===== config.mk =====
export PLATFORM = sky130hd
export DESIGN_NAME = sweep_scheduler_flat
export DESIGN_NICKNAME = d
export VERILOG_FILES = /design/src/rtl/sweep_scheduler_pkg.sv /design/src/rtl/sweep_scheduler_if.sv /design/src/rtl/sweep_scheduler_torus_offset.sv /design/src/rtl/sweep_scheduler.sv /design/src/flat_wrapper.sv
export SDC_FILE = /design/constraint.sdc
export NUM_CORES = 1
export LEC_CHECK = 0
export ABC_CLOCK_PERIOD_IN_PS = 3300
export BUFFER_PORTS_ARGS = -buffer_cell sky130_fd_sc_hd__buf_2
export CAP_MARGIN = 30
export CORE_ASPECT_RATIO = 1.25
export CORE_UTILIZATION = 45
export DETAILED_ROUTE_END_ITERATION = 6
export PLACE_DENSITY = 0.76
export SETUP_SLACK_MARGIN = 0.5
export SYNTH_ARGS = -nofsm -noshare
export SYNTH_HDL_FRONTEND = slang
export SYNTH_SLANG_ARGS = --single-unit

===== constraint.sdc =====
create_clock -name CLOCK_50 -period 3.3 [get_ports CLOCK_50]
set_input_delay 0.33 -clock CLOCK_50 [delete_from_list [all_inputs] [get_ports CLOCK_50]]
set_output_delay 0.33 -clock CLOCK_50 [all_outputs]
set_load 0.02 [all_outputs]

===== src/rtl/sweep_scheduler_pkg.sv =====
// Shared grid parameters, sweep FSM states and neighbour-offset helpers.
// Latency: n/a (declarations only).
// Backpressure: n/a.
package sweep_scheduler_pkg;

  // Default grid: 640x480 pixels at 4x4 pixels per cell.
  localparam int DEF_X_NUM  = 160;
  localparam int DEF_Y_NUM  = 120;
  localparam int DEF_X_BITS = 8;
  localparam int DEF_Y_BITS = 7;

  // Last neighbour slot of the 3x3 window (slot 4 is the centre cell).
  localparam logic [3:0] K_LAST = 4'd8;

  typedef enum logic [2:0] {
    IDLE,
    PRIME,
    SETTLE,
    WRITE,
    HOLD
  } sweep_state_t;

  // dx = k mod 3 - 1, written as a table so no divider is inferred.
  function automatic logic signed [1:0] nbr_dx(input logic [3:0] k);
    case (k)
      4'd0, 4'd3, 4'd6: nbr_dx = -2'sd1;
      4'd1, 4'd4, 4'd7: nbr_dx = 2'sd0;
      default:          nbr_dx = 2'sd1;
    endcase
  endfunction

  // dy = k div 3 - 1.
  function automatic logic signed [1:0] nbr_dy(input logic [3:0] k);
    case (k)
      4'd0, 4'd1, 4'd2: nbr_dy = -2'sd1;
      4'd3, 4'd4, 4'd5: nbr_dy = 2'sd0;
      default:          nbr_dy = 2'sd1;
    endcase
  endfunction

endpackage


===== src/rtl/sweep_scheduler_if.sv =====
// Control/address bundle between the sweep scheduler and the environment side.
// Latency: n/a (wires only).
// Backpressure: none; pause is a level hold request sampled at cell boundaries.
// Signals: game_tick/run/pause in to the scheduler; view_* lookup address,
// write_* commit address and strobe, busy/sweep_done/overrun/sweep_count status out.
interface sweep_scheduler_if #(
  parameter int X_bits = 8,
  parameter int Y_bits = 7
);
  logic              game_tick;
  logic              run;
  logic              pause;
  logic [X_bits-1:0] view_x;
  logic [Y_bits-1:0] view_y;
  logic              view_valid;
  logic [3:0]        view_idx;
  logic [X_bits-1:0] write_x;
  logic [Y_bits-1:0] write_y;
  logic              write_flag;
  logic              busy;
  logic              sweep_done;
  logic              overrun;
  logic [15:0]       sweep_count;

  modport master (
    input  game_tick, run, pause,
    output view_x, view_y, view_valid, view_idx,
    output write_x, write_y, write_flag,
    output busy, sweep_done, overrun, sweep_count
  );

  modport slave (
    output game_tick, run, pause,
    input  view_x, view_y, view_valid, view_idx,
    input  write_x, write_y, write_flag,
    input  busy, sweep_done, overrun, sweep_count
  );
endinterface


===== src/rtl/sweep_scheduler_torus_offset.sv =====
// Adds a delta of -1/0/+1 to a coordinate with toroidal wrap at limit.
// Latency: combinational.
// Backpressure: none.
// Ports: coord_i, delta_i (signed), limit_i (cell count) -> coord_o.
module torus_offset #(
  parameter int W = 8
) (
  input  logic [W-1:0]       coord_i,
  input  logic signed [1:0]  delta_i,
  input  logic [W-1:0]       limit_i,
  output logic [W-1:0]       coord_o
);
  // Compare-and-select keeps this valid for non-power-of-two limits.
  always_comb begin
    coord_o = coord_i;
    if (delta_i == -2'sd1) begin
      coord_o = (coord_i == '0) ? limit_i - 1'b1 : coord_i - 1'b1;
    end else if (delta_i == 2'sd1) begin
      coord_o = (coord_i == limit_i - 1'b1) ? '0 : coord_i + 1'b1;
    end
  end
endmodule


===== src/rtl/sweep_scheduler.sv =====
// Walks every grid cell per game tick: 9 neighbour reads, a settle cycle, one write strobe.
// Latency: tick to first view_valid 1 cycle; 11 cycles per cell; all outputs registered.
// Backpressure: pause holds at the next cell boundary; run low aborts; ticks while busy set overrun.
// Ports: CLOCK_50, RESET_SIM_N (async, active-low), bus (sweep_scheduler_if.master).
module sweep_scheduler
  import sweep_scheduler_pkg::*;
#(
  parameter int X_NUM  = DEF_X_NUM,
  parameter int Y_NUM  = DEF_Y_NUM,
  parameter int X_bits = DEF_X_BITS,
  parameter int Y_bits = DEF_Y_BITS
) (
  input  logic               CLOCK_50,
  input  logic               RESET_SIM_N,
  sweep_scheduler_if.master  bus
);
  localparam logic [X_bits-1:0] X_LIM = X_bits'(X_NUM);
  localparam logic [Y_bits-1:0] Y_LIM = Y_bits'(Y_NUM);
  localparam logic [X_bits-1:0] X_MAX = X_bits'(X_NUM - 1);
  localparam logic [Y_bits-1:0] Y_MAX = Y_bits'(Y_NUM - 1);

  sweep_state_t      state_q, state_d;
  logic [3:0]        k_q, k_d;
  logic [X_bits-1:0] wx_q, wx_d, vx_q, vx_d, nx;
  logic [Y_bits-1:0] wy_q, wy_d, vy_q, vy_d, ny;
  logic [3:0]        vidx_q, vidx_d;
  logic              vvalid_q, vvalid_d;
  logic              wflag_q, wflag_d;
  logic              busy_q, busy_d;
  logic              done_q, done_d;
  logic              overrun_q, overrun_d;
  logic [15:0]       count_q, count_d;
  logic              cell_last;

  // Neighbour address is built from next-state values so it can be registered
  // and appear in the same cycle as the matching view_idx.
  torus_offset #(.W(X_bits)) u_off_x (
    .coord_i (wx_d),
    .delta_i (nbr_dx(k_d)),
    .limit_i (X_LIM),
    .coord_o (nx)
  );

  torus_offset #(.W(Y_bits)) u_off_y (
    .coord_i (wy_d),
    .delta_i (nbr_dy(k_d)),
    .limit_i (Y_LIM),
    .coord_o (ny)
  );

  assign cell_last = (wx_q == X_MAX) && (wy_q == Y_MAX);

  always_comb begin
    state_d   = state_q;
    k_d       = k_q;
    wx_d      = wx_q;
    wy_d      = wy_q;
    done_d    = 1'b0;
    count_d   = count_q;
    overrun_d = overrun_q | (bus.game_tick & busy_q);

    case (state_q)
      IDLE: begin
        if (bus.game_tick && bus.run) begin
          state_d = PRIME;
          k_d     = '0;
          wx_d    = '0;
          wy_d    = '0;
        end
      end
      PRIME: begin
        if (k_q == K_LAST) state_d = SETTLE;
        else               k_d = k_q + 4'd1;
      end
      SETTLE: state_d = WRITE;
      WRITE: begin
        if (cell_last) begin
          state_d = IDLE;
          done_d  = 1'b1;
          count_d = count_q + 16'd1;
        end else begin
          if (wx_q == X_MAX) begin
            wx_d = '0;
            wy_d = wy_q + 1'b1;
          end else begin
            wx_d = wx_q + 1'b1;
          end
          k_d     = '0;
          state_d = bus.pause ? HOLD : PRIME;
        end
      end
      HOLD: begin
        if (!bus.pause) begin
          state_d = PRIME;
          k_d     = '0;
        end
      end
      default: state_d = IDLE;
    endcase

    // Leaving RUN wins over everything: no completion is credited.
    if (state_q != IDLE && !bus.run) begin
      state_d = IDLE;
      done_d  = 1'b0;
      count_d = count_q;
    end

    if (state_d == IDLE) begin
      k_d  = '0;
      wx_d = '0;
      wy_d = '0;
    end

    // View address tracks PRIME, freezes elsewhere, clears when idle.
    vvalid_d = (state_d == PRIME);
    wflag_d  = (state_d == WRITE);
    busy_d   = (state_d != IDLE);
    vidx_d   = vidx_q;
    vx_d     = vx_q;
    vy_d     = vy_q;
    if (state_d == PRIME) begin
      vidx_d = k_d;
      vx_d   = nx;
      vy_d   = ny;
    end else if (state_d == IDLE) begin
      vidx_d = '0;
      vx_d   = '0;
      vy_d   = '0;
    end
  end

  always_ff @(posedge CLOCK_50 or negedge RESET_SIM_N) begin
    if (!RESET_SIM_N) begin
      state_q   <= IDLE;
      k_q       <= '0;
      wx_q      <= '0;
      wy_q      <= '0;
      vx_q      <= '0;
      vy_q      <= '0;
      vidx_q    <= '0;
      vvalid_q  <= 1'b0;
      wflag_q   <= 1'b0;
      busy_q    <= 1'b0;
      done_q    <= 1'b0;
      overrun_q <= 1'b0;
      count_q   <= '0;
    end else begin
      state_q   <= state_d;
      k_q       <= k_d;
      wx_q      <= wx_d;
      wy_q      <= wy_d;
      vx_q      <= vx_d;
      vy_q      <= vy_d;
      vidx_q    <= vidx_d;
      vvalid_q  <= vvalid_d;
      wflag_q   <= wflag_d;
      busy_q    <= busy_d;
      done_q    <= done_d;
      overrun_q <= overrun_d;
      count_q   <= count_d;
    end
  end

  assign bus.view_x      = vx_q;
  assign bus.view_y      = vy_q;
  assign bus.view_valid  = vvalid_q;
  assign bus.view_idx    = vidx_q;
  assign bus.write_x     = wx_q;
  assign bus.write_y     = wy_q;
  assign bus.write_flag  = wflag_q;
  assign bus.busy        = busy_q;
  assign bus.sweep_done  = done_q;
  assign bus.overrun     = overrun_q;
  assign bus.sweep_count = count_q;

endmodule


===== src/flat_wrapper.sv =====
// flat-port wrapper written by rule: the top's interface ports become plain ports
module sweep_scheduler_flat import sweep_scheduler_pkg::*;
#(
  parameter int X_NUM  = DEF_X_NUM,
  parameter int Y_NUM  = DEF_Y_NUM,
  parameter int X_bits = DEF_X_BITS,
  parameter int Y_bits = DEF_Y_BITS
)
  (CLOCK_50, RESET_SIM_N, bus_game_tick, bus_run, bus_pause, bus_view_x, bus_view_y, bus_view_valid, bus_view_idx, bus_write_x, bus_write_y, bus_write_flag, bus_busy, bus_sweep_done, bus_overrun, bus_sweep_count);
  sweep_scheduler_if #(.X_bits(X_bits), .Y_bits(Y_bits)) bus_i ();
  input  logic CLOCK_50;
  input  logic RESET_SIM_N;
  input wire logic [$bits(bus_i.game_tick)-1:0] bus_game_tick;
  input wire logic [$bits(bus_i.run)-1:0] bus_run;
  input wire logic [$bits(bus_i.pause)-1:0] bus_pause;
  output wire logic [$bits(bus_i.view_x)-1:0] bus_view_x;
  output wire logic [$bits(bus_i.view_y)-1:0] bus_view_y;
  output wire logic [$bits(bus_i.view_valid)-1:0] bus_view_valid;
  output wire logic [$bits(bus_i.view_idx)-1:0] bus_view_idx;
  output wire logic [$bits(bus_i.write_x)-1:0] bus_write_x;
  output wire logic [$bits(bus_i.write_y)-1:0] bus_write_y;
  output wire logic [$bits(bus_i.write_flag)-1:0] bus_write_flag;
  output wire logic [$bits(bus_i.busy)-1:0] bus_busy;
  output wire logic [$bits(bus_i.sweep_done)-1:0] bus_sweep_done;
  output wire logic [$bits(bus_i.overrun)-1:0] bus_overrun;
  output wire logic [$bits(bus_i.sweep_count)-1:0] bus_sweep_count;
  assign bus_i.game_tick = bus_game_tick;
  assign bus_i.run = bus_run;
  assign bus_i.pause = bus_pause;
  assign bus_view_x = bus_i.view_x;
  assign bus_view_y = bus_i.view_y;
  assign bus_view_valid = bus_i.view_valid;
  assign bus_view_idx = bus_i.view_idx;
  assign bus_write_x = bus_i.write_x;
  assign bus_write_y = bus_i.write_y;
  assign bus_write_flag = bus_i.write_flag;
  assign bus_busy = bus_i.busy;
  assign bus_sweep_done = bus_i.sweep_done;
  assign bus_overrun = bus_i.overrun;
  assign bus_sweep_count = bus_i.sweep_count;
  sweep_scheduler #(.X_NUM(X_NUM), .Y_NUM(Y_NUM), .X_bits(X_bits), .Y_bits(Y_bits)) u_core (.CLOCK_50(CLOCK_50), .RESET_SIM_N(RESET_SIM_N), .bus(bus_i));
endmodule

# Yosys cells after proc, flatten, opt, wreduce, memory -nomap -nowiden
# Index checks and enable logic that the tools add are counted.
# op_classes
addsub	8
eq_ne	22
mux	42
n_bitwise	3
reduce_logical	17
# ops
operator	n
$mux 8	10
$mux 7	10
$mux 4	7
$mux 3	6
$add 16x1->16 const B	1
$add 8x1->8 const B	2
$eq 4x3->1 const B	4
$eq 8x8->1 const B	2
$pmux 4 s4	1
$pmux 8 s2	1
$pmux 3 s5	1
$add 7x1->7 const B	2
$eq 7x7->1 const B	2
$pmux 7 s2	1
$reduce_or 3->1	4
$eq 3x2->1 const B	3
$eq 4x2->1 const B	2
$logic_not 8->1	1
$pmux 2 s2	2
$sub 8x1->8 const B	1
$logic_not 7->1	1
$sub 7x1->7 const B	1
$eq 3x1->1 const B	2
$logic_not 3->1	2
other kinds (16)	23
# totals
register_bits	62
input_bits	5
out_inout_bits	55
wordCells	105

# Logic depth before layout (Yosys ltp)
# Gate-level depths: netlist (run 1).
# depth
word_depth	14
mapped_depth	16

# By module
# From an unflattened synthesis (run 1), not the netlist that was laid out.
# hier_totals
cells_unflattened	524
hier_area_um2	4650.7
# by_module_without_submodules
module	n_inst	cells_each	area_per_inst_um2	seq_area_each_um2
sweep_scheduler	1	297	3067.9	1551.5
torus_offset (u_core.u_off_x)	1	135	903.4	0.0
torus_offset (u_core.u_off_y)	1	92	679.4	0.0

# Worst setup path before layout (run 1)
# Ideal clock, no wire load.
# synth_path
path_kind	register to register
start	register u_core.wy_q[0], in the netlist u_core.bus.write_y[0]
end	register u_core.vy_q[1], in the netlist u_core.bus.view_y[1]
setup_time_ns	0.064
arrival_time_ns	3.173
t_required_ns	3.236
path_slack_ns	0.062
path_stages_with_launch	14
synth_period_minus_slack_ns	3.238
path_cell_list	dfrtp_1 ha_1 and4b_1 buf_2 a211oi_2 o21ai_1 mux2_2 nand2_1 ha_1 nand3_1 o41ai_1 a21oi_1 a221oi_1 a21o_1
# synth_via
elab_chain_len	14
elab_cells_between_ends	37
# synth_lines
element	line	rtl
start, declared	sweep_scheduler.sv:25	logic [Y_bits-1:0] wy_q, wy_d, vy_q, vy_d, ny;
start signal, assigned	sweep_scheduler.sv:151	wy_q <= wy_d;
branches (longest 14 deep; another with $add 7x1->7)	--	
end signal, assigned	sweep_scheduler.sv:153	vy_q <= vy_d;
end, declared	sweep_scheduler.sv:25	
# Parallel ways; which one is timed is not known.
# A chain may end at the register's enable or synchronous reset.

# Final worst setup path (run 1)
# layout_path
start	register u_core.wy_q[0], in the netlist u_core.bus.write_y[0]
end	register u_core.vx_q[3], in the netlist u_core.bus.view_x[3]
# layout_via
elab_cells_between_ends	34
# layout_rtl
element	line	rtl
$eq 7x7->1 (*)	sweep_scheduler.sv:51	assign cell_last = (wx_q == X_MAX) && (wy_q == Y_MAX);
$logic_and 1x1->1 (*)	sweep_scheduler.sv:51	
$mux 3	sweep_scheduler.sv:77	if (cell_last) begin
$pmux 3 s5	sweep_scheduler.sv:62	case (state_q)
$mux 3	sweep_scheduler.sv:102	if (state_q != IDLE && !bus.run) begin
$logic_not 3->1	sweep_scheduler.sv:108	if (state_d == IDLE) begin
$mux 8 (*)	sweep_scheduler.sv:108	
via u_core.u_off_x.coord_i[0]	sweep_scheduler_torus_offset.sv:8	input logic [W-1:0] coord_i,
$add 8x1->8 or $eq 8x8->1 (tied branches)	sweep_scheduler_torus_offset.sv:19	coord_o = (coord_i == limit_i - 1'b1) ? '0 : coord_i + 1'b1;
$mux 8	sweep_scheduler_torus_offset.sv:19	
$mux 8	sweep_scheduler_torus_offset.sv:18	end else if (delta_i == 2'sd1) begin
$mux 8 (*)	sweep_scheduler_torus_offset.sv:16	if (delta_i == -2'sd1) begin
$mux 8 (*)	sweep_scheduler.sv:121	if (state_d == PRIME) begin
end signal, assigned	sweep_scheduler.sv:152	vx_q <= vx_d;
end, declared	sweep_scheduler.sv:24	logic [X_bits-1:0] wx_q, wx_d, vx_q, vx_d, nx;
# Mark *: on every way through the listed nets, which the timed path passes. The rest lies on a longest branch.

==> results of run 1 <==
[per-stage QoR]
| step | worst slack (ns) | util [%] | cells | hold WS (ns) |
|---|---|---|---|---|
| after floorplan | 0.421 | - | 442 | 0.0344 |
| after global placement | 0.193 | 53.9 | 633 | 0.341 |
| after detailed placement | 0.153 | 53.9 | 633 | 0.346 |
| after CTS | 0.366 | 63.3 | 701 | 0.225 |
| after global routing | 0.201 | 68.3 | 728 | 0.243 |
| final | 0.248 | 68.3 | 728 | 0.234 |
[per-layer routing]
metal	part of all wire (%)	vias to the layer above	track usage [%]
li1	-	1976	-
met1	38	2187	35.9
met2	49	326	49.2
met3	7.8	87	6.34
met4	5.4	0	15.0
met5	0	-	0
[worst max-delay path, cell delays in order, from the launching register on]
cell     delay [ns]
dfrtp_2        0.39
ha_4           0.14
and4b_2        0.28
buf_6          0.12
buf_6          0.09
nand2_2        0.09
nor2_4         0.16
o22a_1         0.27
nand2_4        0.10
inv_2          0.10
ha_4           0.14
and2_4         0.16
nand3_4        0.10
nor3_4         0.21
o21ai_1        0.09
a221o_1        0.31
a22o_1         0.18
[path summary, 6_finish.rpt]
path                            depth (start not counted)  slack [ns]                  start                          to
worst min register to register                          1        0.46     u_core.bus.overrun          u_core.bus.overrun
min in group asynchronous                               2        0.50            RESET_SIM_N        u_core.bus.view_x[6]
max in group asynchronous                               4        1.80            RESET_SIM_N  u_core.bus.sweep_count[15]
worst max register to register                         16        0.25  u_core.bus.write_y[0]        u_core.bus.view_x[3]
worst max-delay path                                   16        0.25  u_core.bus.write_y[0]        u_core.bus.view_x[3]
worst min-delay path                                    3        0.23              bus_pause           u_core.state_q[2]
[timing repair]
item	in CTS	in global routing
buffers inserted	51	26
pin swaps	39	26
endpoints found under the setup margin	15	15
endpoints found under the hold margin	24	0
resized for setup	55	55
gates cloned	0	1
hold buffers	1	0
[power groups by stage]
stage / clock network [mW] / logic (mW) / registers, mW
after global routing: 0.637 / 0.240 / 0.792
after global placement: 0 / 0.168 / 0.804
after CTS: 0.608 / 0.196 / 0.791
after detailed placement: 0 / 0.169 / 0.805
after floorplan: 0 / 0.0866 / 0.823
final: 0.602 / 0.227 / 0.790
[cells in the final DEF (no fill, tap or decap), drive strengths merged, types with 4 or more instances in the layout]
cell type / n
a21oi: 35
a22o: 4
a31oi: 6
a32o: 4
and2: 10
and3: 5
buf: 162
clkbuf: 12
clkinv: 5
dfrtp: 62
ha: 10
inv: 15
mux2i: 6
nand2: 37
nand2b: 6
nand3: 25
nand4: 13
nor2: 35
nor2b: 4
nor3: 11
nor3b: 4
nor4: 5
o21a: 5
o21ai: 27
o31ai: 6
or2: 4
or3: 5
xnor2: 18
xor2: 6
[state kept, by name, indices dropped and copies added, names as in the netlist, 3 cells and up]
name                    count
u_core.state_q              3
u_core.bus.sweep_count     16
u_core.bus.write_y          7
u_core.bus.view_x           8
u_core.k_q                  4
u_core.bus.view_y           7
u_core.bus.view_idx         4
u_core.bus.write_x          8
[cell type report]
type / count / area, sq um / share of cell area (%)
multi-input cells: 350 / 2890 / 48.5
clock buffers: 12 / 155 / 2.60
well taps: 120 / 150 / 2.51
clock inverters: 4 / 22.5 / 0.377
flip-flops and latches: 62 / 1560 / 26.2
repair buffers: 163 / 1120 / 18.7
inverters: 17 / 68.8 / 1.15
[kinds of logic (layout without fill, tap and decap cells)]
group	after synthesis	in the layout
AOI/OAI and AO/OA	125	126
xor gates and xnor gates	24	24
adders and majority gates	10	10
buffers and inverters	31	196
DFF	62	62
muxes	8	8
and+or+nand+nor	182	182
==> results.sh, run 1 <==
export IMPL_status="complete, no violations"
export IMPL_dieArea_sq_mm=0.00943
export IMPL_hp_class="in -> reg"
export IMPL_synthArstFlopShare_pct=100
export IMPL_relSlewSlack_pct=59.5
export IMPL_synth_top_family_by_area="simple AND/OR/NAND/NOR gates"
export IMPL_routed_wl_um=15000
export IMPL_ir_drop_mv=0.278
export IMPL_clock_latency_ns=0.35
export IMPL_fin_crit_sh_pct=92.5
export IMPL_synth_area_sq_mm=0.00407
export IMPL_synth_most_common_cell="dfrtp_1"
export IMPL_fmax_mhz=328
export IMPL_n_antenna_cell=0
export IMPL_crit_path_end_kind="flop"
export IMPL_internal_power_mw=1.17
export IMPL_synthFlopType="dfrtp_1"
export IMPL_die_h_um=108
export IMPL_synth_seq_area_share_pct=38.1
export IMPL_initial_utilization_pct=46.5
export IMPL_first_global_vias=4282
export IMPL_final_max_slew_viol_count=0
export IMPL_grt_pass1_wl_um=21300
export IMPL_routabilityCongestion=1.02
export IMPL_synth_edff_count=0
export IMPL_synthMuxAreaShare_pct=2.03
export IMPL_dr_pass1_iters=6
export IMPL_drc_errors=0
export IMPL_cp_arrival_ns=3.28
export IMPL_ys_ff_latch=62
export IMPL_synth_compound_area_share_pct=22.5
export IMPL_wl_per_cell_um=20.6
export IMPL_cellLeakagePower_nw=2.65
export IMPL_hold_violations=0
export IMPL_cts_tree="done"
export IMPL_num_rows=38
export IMPL_synth_area_top_cells="dfrtp_1, a21oi_1, xnor2_1"
export IMPL_antenna_found_initial=0
export IMPL_synthCells=442
export IMPL_p_seq_share_pct=48.8
export IMPL_cp_max_fo=3
export IMPL_fill_cells=604
export IMPL_grt_max_degree=32
export IMPL_synth_top_cell_by_area="dfrtp_1"
export IMPL_crit_path_start_kind="flop"
export IMPL_ioPinCount=60
export IMPL_p_sw_mw=0.445
export IMPL_critPathKind="reg -> reg"
export IMPL_drv_cap=0
export IMPL_overflow=0
export IMPL_h_tree_depth=3
export IMPL_placed_cell_area_sq_mm=0.00472
export IMPL_nNetsFinal=618
export IMPL_period_minus_slack_ns=3.05
export IMPL_cts_buffers=9
export IMPL_synth_xor_area_share_pct=5.17
export IMPL_syn_avg_cell_area_sq_um=9.20
export IMPL_fin_area_sq_mm=0.00597
export IMPL_crit_required_ns=3.53
export IMPL_tns_ns=0
export IMPL_combPwrFrac_pct=14.0
export IMPL_synth_top_cell_area_share_pct=38.1
export IMPL_sw_frac_of_total_pct=27.5
export IMPL_ant_nets=0
export IMPL_syn_nets=457
export IMPL_dp_hpwl_um=8740
export IMPL_worst_pin_slew_ns=0.606
export IMPL_ys_warn_count=0
export IMPL_setup_violations=0
export IMPL_power_total_mw=1.62
export IMPL_pwr_share_clk_pct=37.2
export IMPL_port_buffers=59
export IMPL_cts_sinks=62
export IMPL_yosys_area_share_adder_pct=3.08
export IMPL_fin_worst_skew_ns=0.0115
export IMPL_clk_pin_slew_worst_paths_ns=0.07
export IMPL_drive_above_1_share_pct=48.8
export IMPL_die_x_um=87.0
export IMPL_core_area_sq_mm=0.00875
export IMPL_cts_root_buf="clkbuf_8"
export IMPL_rsz0062_at_grt="yes"
export IMPL_clock_path_buffers=2
export IMPL_avgViaCountPerCell=6.29
export IMPL_drt_iter0_drc=551
export IMPL_synth_simple_area_share_pct=25.0
export IMPL_grt_usage_pct=29.5
export IMPL_power_density_mw_per_mm2=271
export IMPL_ys_types=81
export IMPL_area_growth_pct=46.8
export IMPL_num_vias=4576
export IMPL_netlist_top_cells_count="dfrtp_1, nand2_1, nor2_1, a21oi_1"
No activity file was read; power rests on OpenSTA's default activity.
==> run 2: changes to the inputs <==
--- a/config.mk
+++ b/config.mk
@@ -6,12 +6,12 @@
 export NUM_CORES = 1
 export LEC_CHECK = 0
 export ABC_CLOCK_PERIOD_IN_PS = 3300
-export BUFFER_PORTS_ARGS = -buffer_cell sky130_fd_sc_hd__buf_2
 export CAP_MARGIN = 30
 export CORE_ASPECT_RATIO = 1.25
 export CORE_UTILIZATION = 45
 export DETAILED_ROUTE_END_ITERATION = 6
-export PLACE_DENSITY = 0.76
+export DONT_BUFFER_PORTS = 1
+export PLACE_DENSITY = 0.7
 export SETUP_SLACK_MARGIN = 0.5
 export SYNTH_ARGS = -nofsm -noshare
 export SYNTH_HDL_FRONTEND = slang
==> results.sh, run 2 (synthesized netlist as in run 1, its figures left out) <==
export IMPL_status="complete, no violations"
export IMPL_dp_hpwl_um=8780
export IMPL_fin_area_sq_mm=0.00561
export IMPL_largest_reg_flops=16
export IMPL_crit_path_start_kind="flop"
export IMPL_first_global_vias=4110
export IMPL_r2r_end="u_core.bus.view_x[3]"
export IMPL_core_area_sq_mm=0.00875
export IMPL_cts_sinks=62
export IMPL_hp_class="in -> reg"
export IMPL_cts_root_buf="clkbuf_8"
export IMPL_multiInputGateArea_sq_mm=0.00289
export IMPL_fmax_mhz=341
export IMPL_final_max_slew_viol_count=0
export IMPL_fin_util_pct=64.1
export IMPL_r2r_start="u_core.bus.write_x[1]"
export IMPL_grt_max_degree=63
export IMPL_fill_cells=664
export IMPL_cp_arrival_ns=3.15
export IMPL_die_x_um=87.0
export IMPL_period_minus_slack_ns=2.93
export IMPL_placed_cell_area_sq_mm=0.00448
export IMPL_most_common_layout_cells="buf_4, dfrtp_1, nand2_1, nor2_1, a21oi_1"
export IMPL_ioPinCount=60
export IMPL_regArea_sq_mm=0.00156
export IMPL_antenna_found_initial=0
export IMPL_critPathKind="reg -> reg"
export IMPL_crit_start="u_core.bus.write_x[1]"
export IMPL_routed_wl_um=13500
export IMPL_grt_usage_pct=29.1
export IMPL_ff2ff_path_depth=15
export IMPL_initial_utilization_pct=46.5
export IMPL_num_rows=38
export IMPL_cp_max_fo=6
export IMPL_worst_pin_slew_ns=0.441
export IMPL_crit_path_end_kind="flop"
export IMPL_r2r_slack_ns=0.37
export IMPL_layout_commonest_cell="buf_4"
export IMPL_clk_pin_slew_worst_paths_ns=0.08
export IMPL_drive_above_1_share_pct=40.4
export IMPL_dr_pass1_iters=6
export IMPL_drv_cap=0
export IMPL_h_tree_depth=3
export IMPL_crit_required_ns=3.52
export IMPL_avgViaCountPerCell=6.32
export IMPL_clock_latency_ns=0.35
export IMPL_cts_buffers=9
export IMPL_drc_errors=0
export IMPL_hold_start="bus_game_tick"
export IMPL_ir_drop_mv=0.194
export IMPL_nNetsFinal=550
export IMPL_cts_tree="done"
export IMPL_fin_crit_sh_pct=88.7
export IMPL_drt_iter0_drc=451
export IMPL_hold_violations=0
export IMPL_routabilityCongestion=1.00
export IMPL_power_total_mw=1.58
export IMPL_grt_pass1_wl_um=20900
export IMPL_cellLeakagePower_nw=2.33
export IMPL_overflow=0
export IMPL_fin_worst_skew_ns=0.0121
export IMPL_hold_depth=1
export IMPL_rsz0062_at_grt="yes"
export IMPL_n_antenna_cell=0
export IMPL_relSlewSlack_pct=69.8
export IMPL_wl_per_cell_um=20.4
export IMPL_num_vias=4172
export IMPL_dieArea_sq_mm=0.00943
export IMPL_port_buffers=0
export IMPL_die_h_um=108
export IMPL_min_to="u_core.bus.overrun"
export IMPL_power_density_mw_per_mm2=282
export IMPL_clock_path_buffers=2
export IMPL_area_growth_pct=37.9
export IMPL_setup_violations=0
export IMPL_ant_nets=0
-- run 2: cell count changes in the layout (fill, tap and decap cells not counted), sizes merged --
cell and change:
clkbuf -1, buf -68, inv +1, clkinvlp +4
clkinv -4
-- run 2: power by group --
| part | internal (mW) | total (mW) | switching [mW] |
|---|---|---|---|
| clock | 0.291 | 0.597 | 0.306 |
| combinational | 0.0729 | 0.172 | 0.0996 |
| sequential | 0.777 | 0.815 | 0.0375 |
| total | 1.14 | 1.58 | 0.443 |
-- run 2: stage by stage --
step	hold slack, ns	setup slack [ns]	setup TNS [ns]	std cells
2_1_floorplan	0.0344	0.421	0	442
3_3_place_gp	0.0359	0.0247	0	581
4_1_cts	0.0889	0.402	0	644
5_1_grt	0.0965	0.259	0	660
6_report	0.113	0.371	0	660
3_5_place_dp	0.0365	-0.00256	-0.00256	581
-- run 2: area by class of cell --
type	count	share of cell area (%)
Sequential cell	62	27.9
Timing Repair Buffer	95	13.6
Inverter	17	1.25
Multi-Input combinational cell	350	51.4
Clock buffer	11	2.52
Clock inverter	5	0.625
Tap cell	120	2.68
-- run 2: what timing repair did --
item	CTS	global route
setup endpoints to repair	15	15
buffers inserted	44	16
endpoints found under the hold margin	62	0
cloned	1	0
hold buffers	2	0
resized for setup	55	42
pin swaps	38	33
-- run 2: critical path: stages, from the launching register on --
cell and delay [ns]:
dfrtp_2 0.50, ha_4 0.20, and3_4 0.20, buf_6 0.12, nand3_4 0.11, nor2_4 0.12, o22a_4 0.17, nand2_4 0.06
inv_2 0.08, ha_4 0.14, and2_4 0.15, nand3_4 0.09, nor3_4 0.25, o21ai_1 0.09, a221o_1 0.32, a22o_1 0.19
-- run 2: per-layer routing --
layer / vias to the layer above / track usage, % / wire (um)
met2: 242 / 47.5 / 6610
met1: 2034 / 35.4 / 5190
met4: 0 / 14.3 / 573
met5: - / 0 / 0
li1: 1841 / - / -
met3: 55 / 7.56 / 1120
-- run 2: worst max-delay path by stage --
stage	to	slack [ns]	depth (start not counted)
after floorplan	u_core.bus.view_y[0]	0.42	13
after global placement	u_core.bus.view_x[3]	0.02	14
after detailed placement	u_core.bus.view_x[3]	-0.003	14
after CTS	u_core.bus.view_y[0]	0.40	12
after global routing	u_core.bus.view_x[3]	0.26	14
final	u_core.bus.view_x[3]	0.37	15
==> run 3: changes to the inputs <==
--- a/config.mk
+++ b/config.mk
@@ -9,6 +9,7 @@
 export CAP_MARGIN = 30
 export CORE_ASPECT_RATIO = 1.25
 export CORE_UTILIZATION = 45
+export CTS_BUF_LIST = sky130_fd_sc_hd__clkbuf_16
 export DETAILED_ROUTE_END_ITERATION = 6
 export DONT_BUFFER_PORTS = 1
 export PLACE_DENSITY = 0.7
==> results.sh, run 3 (synthesized netlist as in run 1, its figures left out) <==
export IMPL_dr_pass1_iters=5
export IMPL_place_worst_setup_slack_ns=-0.00256
export IMPL_die_h_um=108
export IMPL_cts_buffers=9
export IMPL_port_buffers=0
export IMPL_hold_depth=1
export IMPL_cp_max_fo=6
export IMPL_grt_max_degree=63
export IMPL_hold_start="bus_game_tick"
export IMPL_drive_above_1_share_pct=39.7
export IMPL_core_area_sq_mm=0.00875
export IMPL_cts_sinks=62
export IMPL_antenna_found_initial=0
export IMPL_placed_cell_area_sq_mm=0.00448
export IMPL_grt_pass1_wl_um=20300
export IMPL_hp_class="in -> reg"
export IMPL_num_rows=38
export IMPL_crit_required_ns=3.52
export IMPL_overflow=0
export IMPL_critPathKind="reg -> reg"
export IMPL_die_x_um=87.0
export IMPL_num_vias=4160
export IMPL_path_common_cell="o21ai_4"
export IMPL_fin_crit_sh_pct=89.3
export IMPL_relSlewSlack_pct=65.1
export IMPL_fill_cells=655
export IMPL_p_sw_mw=0.495
export IMPL_initial_utilization_pct=46.5
export IMPL_final_max_slew_viol_count=0
export IMPL_dieArea_sq_mm=0.00943
export IMPL_p_seq_share_pct=44.0
export IMPL_r2r_start="u_core.state_q[1]"
export IMPL_setup_slack_ns=0.354
export IMPL_cp_arrival_ns=3.17
export IMPL_grt_busiest_layer="met2"
export IMPL_avgViaCountPerCell=6.39
export IMPL_wl_per_cell_um=21.5
export IMPL_cts_root_buf="clkbuf_16"
export IMPL_dp_cells=581
export IMPL_fin_area_sq_mm=0.00569
export IMPL_power_density_mw_per_mm2=326
export IMPL_largest_reg_flops=16
export IMPL_area_growth_pct=40.0
export IMPL_layout_commonest_cell="buf_4"
export IMPL_grt_usage_pct=28.2
export IMPL_layout_cells_non_filler=651
export IMPL_min_to="u_core.bus.overrun"
export IMPL_ioPinCount=60
export IMPL_period_minus_slack_ns=2.95
export IMPL_met3_usage_pct=6.11
export IMPL_cellLeakagePower_nw=2.36
export IMPL_clk_pin_slew_worst_paths_ns=0.05
export IMPL_nNetsFinal=541
export IMPL_critical_path_cell_chain="buf_6 -> or4b_4 -> a41oi_4 -> buf_4 -> o21ai_4 -> o21ai_4 -> mux2i_2 -> o211ai_2 -> o21ai_1 -> a221o_1 -> a22o_1"
export IMPL_crit_slowest_cell="or4b_4"
export IMPL_gr_usage_met1_pct=33.8
export IMPL_routabilityCongestion=1.00
export IMPL_cpPeakStageDelay_ns=0.59
export IMPL_dp_hpwl_um=8780
export IMPL_pwr_share_clk_pct=46.0
export IMPL_fin_worst_skew_ns=0.00761
export IMPL_crit_path_start_kind="flop"
export IMPL_clock_latency_ns=0.34
export IMPL_most_common_layout_cells="buf_4, dfrtp_1, nand2_1, nor2_1, a21oi_1"
export IMPL_fmax_mhz=339
export IMPL_first_global_vias=3995
export IMPL_r2r_slack_ns=0.35
export IMPL_rsz0062_at_grt="yes"
export IMPL_setup_violations=0
export IMPL_routed_wl_um=14000
export IMPL_drv_cap=0
export IMPL_sw_frac_of_total_pct=26.7
export IMPL_ant_nets=0
export IMPL_ir_drop_mv=0.300
export IMPL_worst_pin_slew_ns=0.524
export IMPL_hold_violations=0
export IMPL_grt_util_met2_pct=45.8
export IMPL_crit_path_end_kind="flop"
export IMPL_cts_tree="done"
export IMPL_drc_errors=0
export IMPL_clock_path_buffers=2
export IMPL_drt_iter0_drc=342
export IMPL_ff2ff_path_depth=11
export IMPL_internal_power_mw=1.36
export IMPL_r2r_end="u_core.bus.view_x[3]"
export IMPL_combPwrFrac_pct=10.0
export IMPL_h_tree_depth=3
export IMPL_status="complete, no violations"
export IMPL_n_antenna_cell=0
[run 3: cell count changes in the layout (fill, tap and decap cells not counted), sizes merged]
cell | before | now
buf | 94 | 86
inv | 16 | 17
clkbuf | 11 | 9
clkinvlp | 5 | 4
clkinv | 1 | 3
o22ai | 2 | 1
[run 3: routing by layer]
layer  vias to the layer above  routed length [um]
li1                       1820                   -
met1                      2026                5320
met2                       238                6800
met3                        76                1090
met4                         0                 812
met5                         -                   0
[run 3: how the worst max path moves through the flow]
| stage | cells after the start | endpoint | from | slack, ns |
|---|---|---|---|---|
| final | 11 | u_core.bus.view_x[3] | u_core.state_q[1] | 0.35 |
| after global routing | 11 | u_core.bus.view_x[4] | u_core.state_q[1] | 0.20 |
| after CTS | 12 | u_core.bus.view_y[0] | u_core.bus.write_y[0] | 0.40 |
| after detailed placement | 14 | u_core.bus.view_x[3] | u_core.bus.write_x[1] | -0.003 |
| after global placement | 14 | u_core.bus.view_x[3] | u_core.bus.write_x[1] | 0.02 |
| after floorplan | 13 | u_core.bus.view_y[0] | u_core.bus.write_y[0] | 0.42 |
[run 3: repair_timing]
item,in CTS,in global routing
hold buffers,2,0
buffers inserted,38,14
gates resized for setup,44,59
pin swaps,30,33
hold endpoints to repair,62,0
endpoints found under the setup margin,15,15
[run 3: critical path: cells and delay by family, from the launching register on]
kind / cells / cell delay (ns)
mux: 1 / 0.13
buf+inv: 2 / 0.29
flops: 1 / 0.42
simple gates: 1 / 0.59
compound gates: 7 / 1.41
[run 3: power groups by stage]
| stage | Combinational, mW | Clock, mW | Sequential [mW] |
|---|---|---|---|
| after CTS | 0.155 | 0.851 | 0.816 |
| after global routing | 0.199 | 0.901 | 0.818 |
| final | 0.186 | 0.853 | 0.816 |
| after detailed placement | 0.105 | 0 | 0.829 |
| after floorplan | 0.0866 | 0 | 0.823 |
| after global placement | 0.104 | 0 | 0.829 |
[run 3: through the flow]
step	hold WS (ns)	total power, mW	util [%]	TNS (ns)
after global routing	0.115	1.92	65.1	0
final	0.122	1.86	65.1	0
after floorplan	0.0344	0.909	-	0
after global placement	0.0359	0.932	51.2	0
after detailed placement	0.0365	0.934	51.2	-0.00256
after CTS	0.109	1.82	60.2	0
[run 3: area by class of cell]
type | instances | area (sq um) | share of cell area, %
multi-input cells | 349 | 2930 | 51.4
flip-flops and latches | 62 | 1560 | 27.4
repair buffers | 87 | 719 | 12.6
clock buffers | 9 | 225 | 3.96
well taps | 120 | 150 | 2.64
inverters | 17 | 66.3 | 1.16
clock inverters | 7 | 42.5 | 0.747
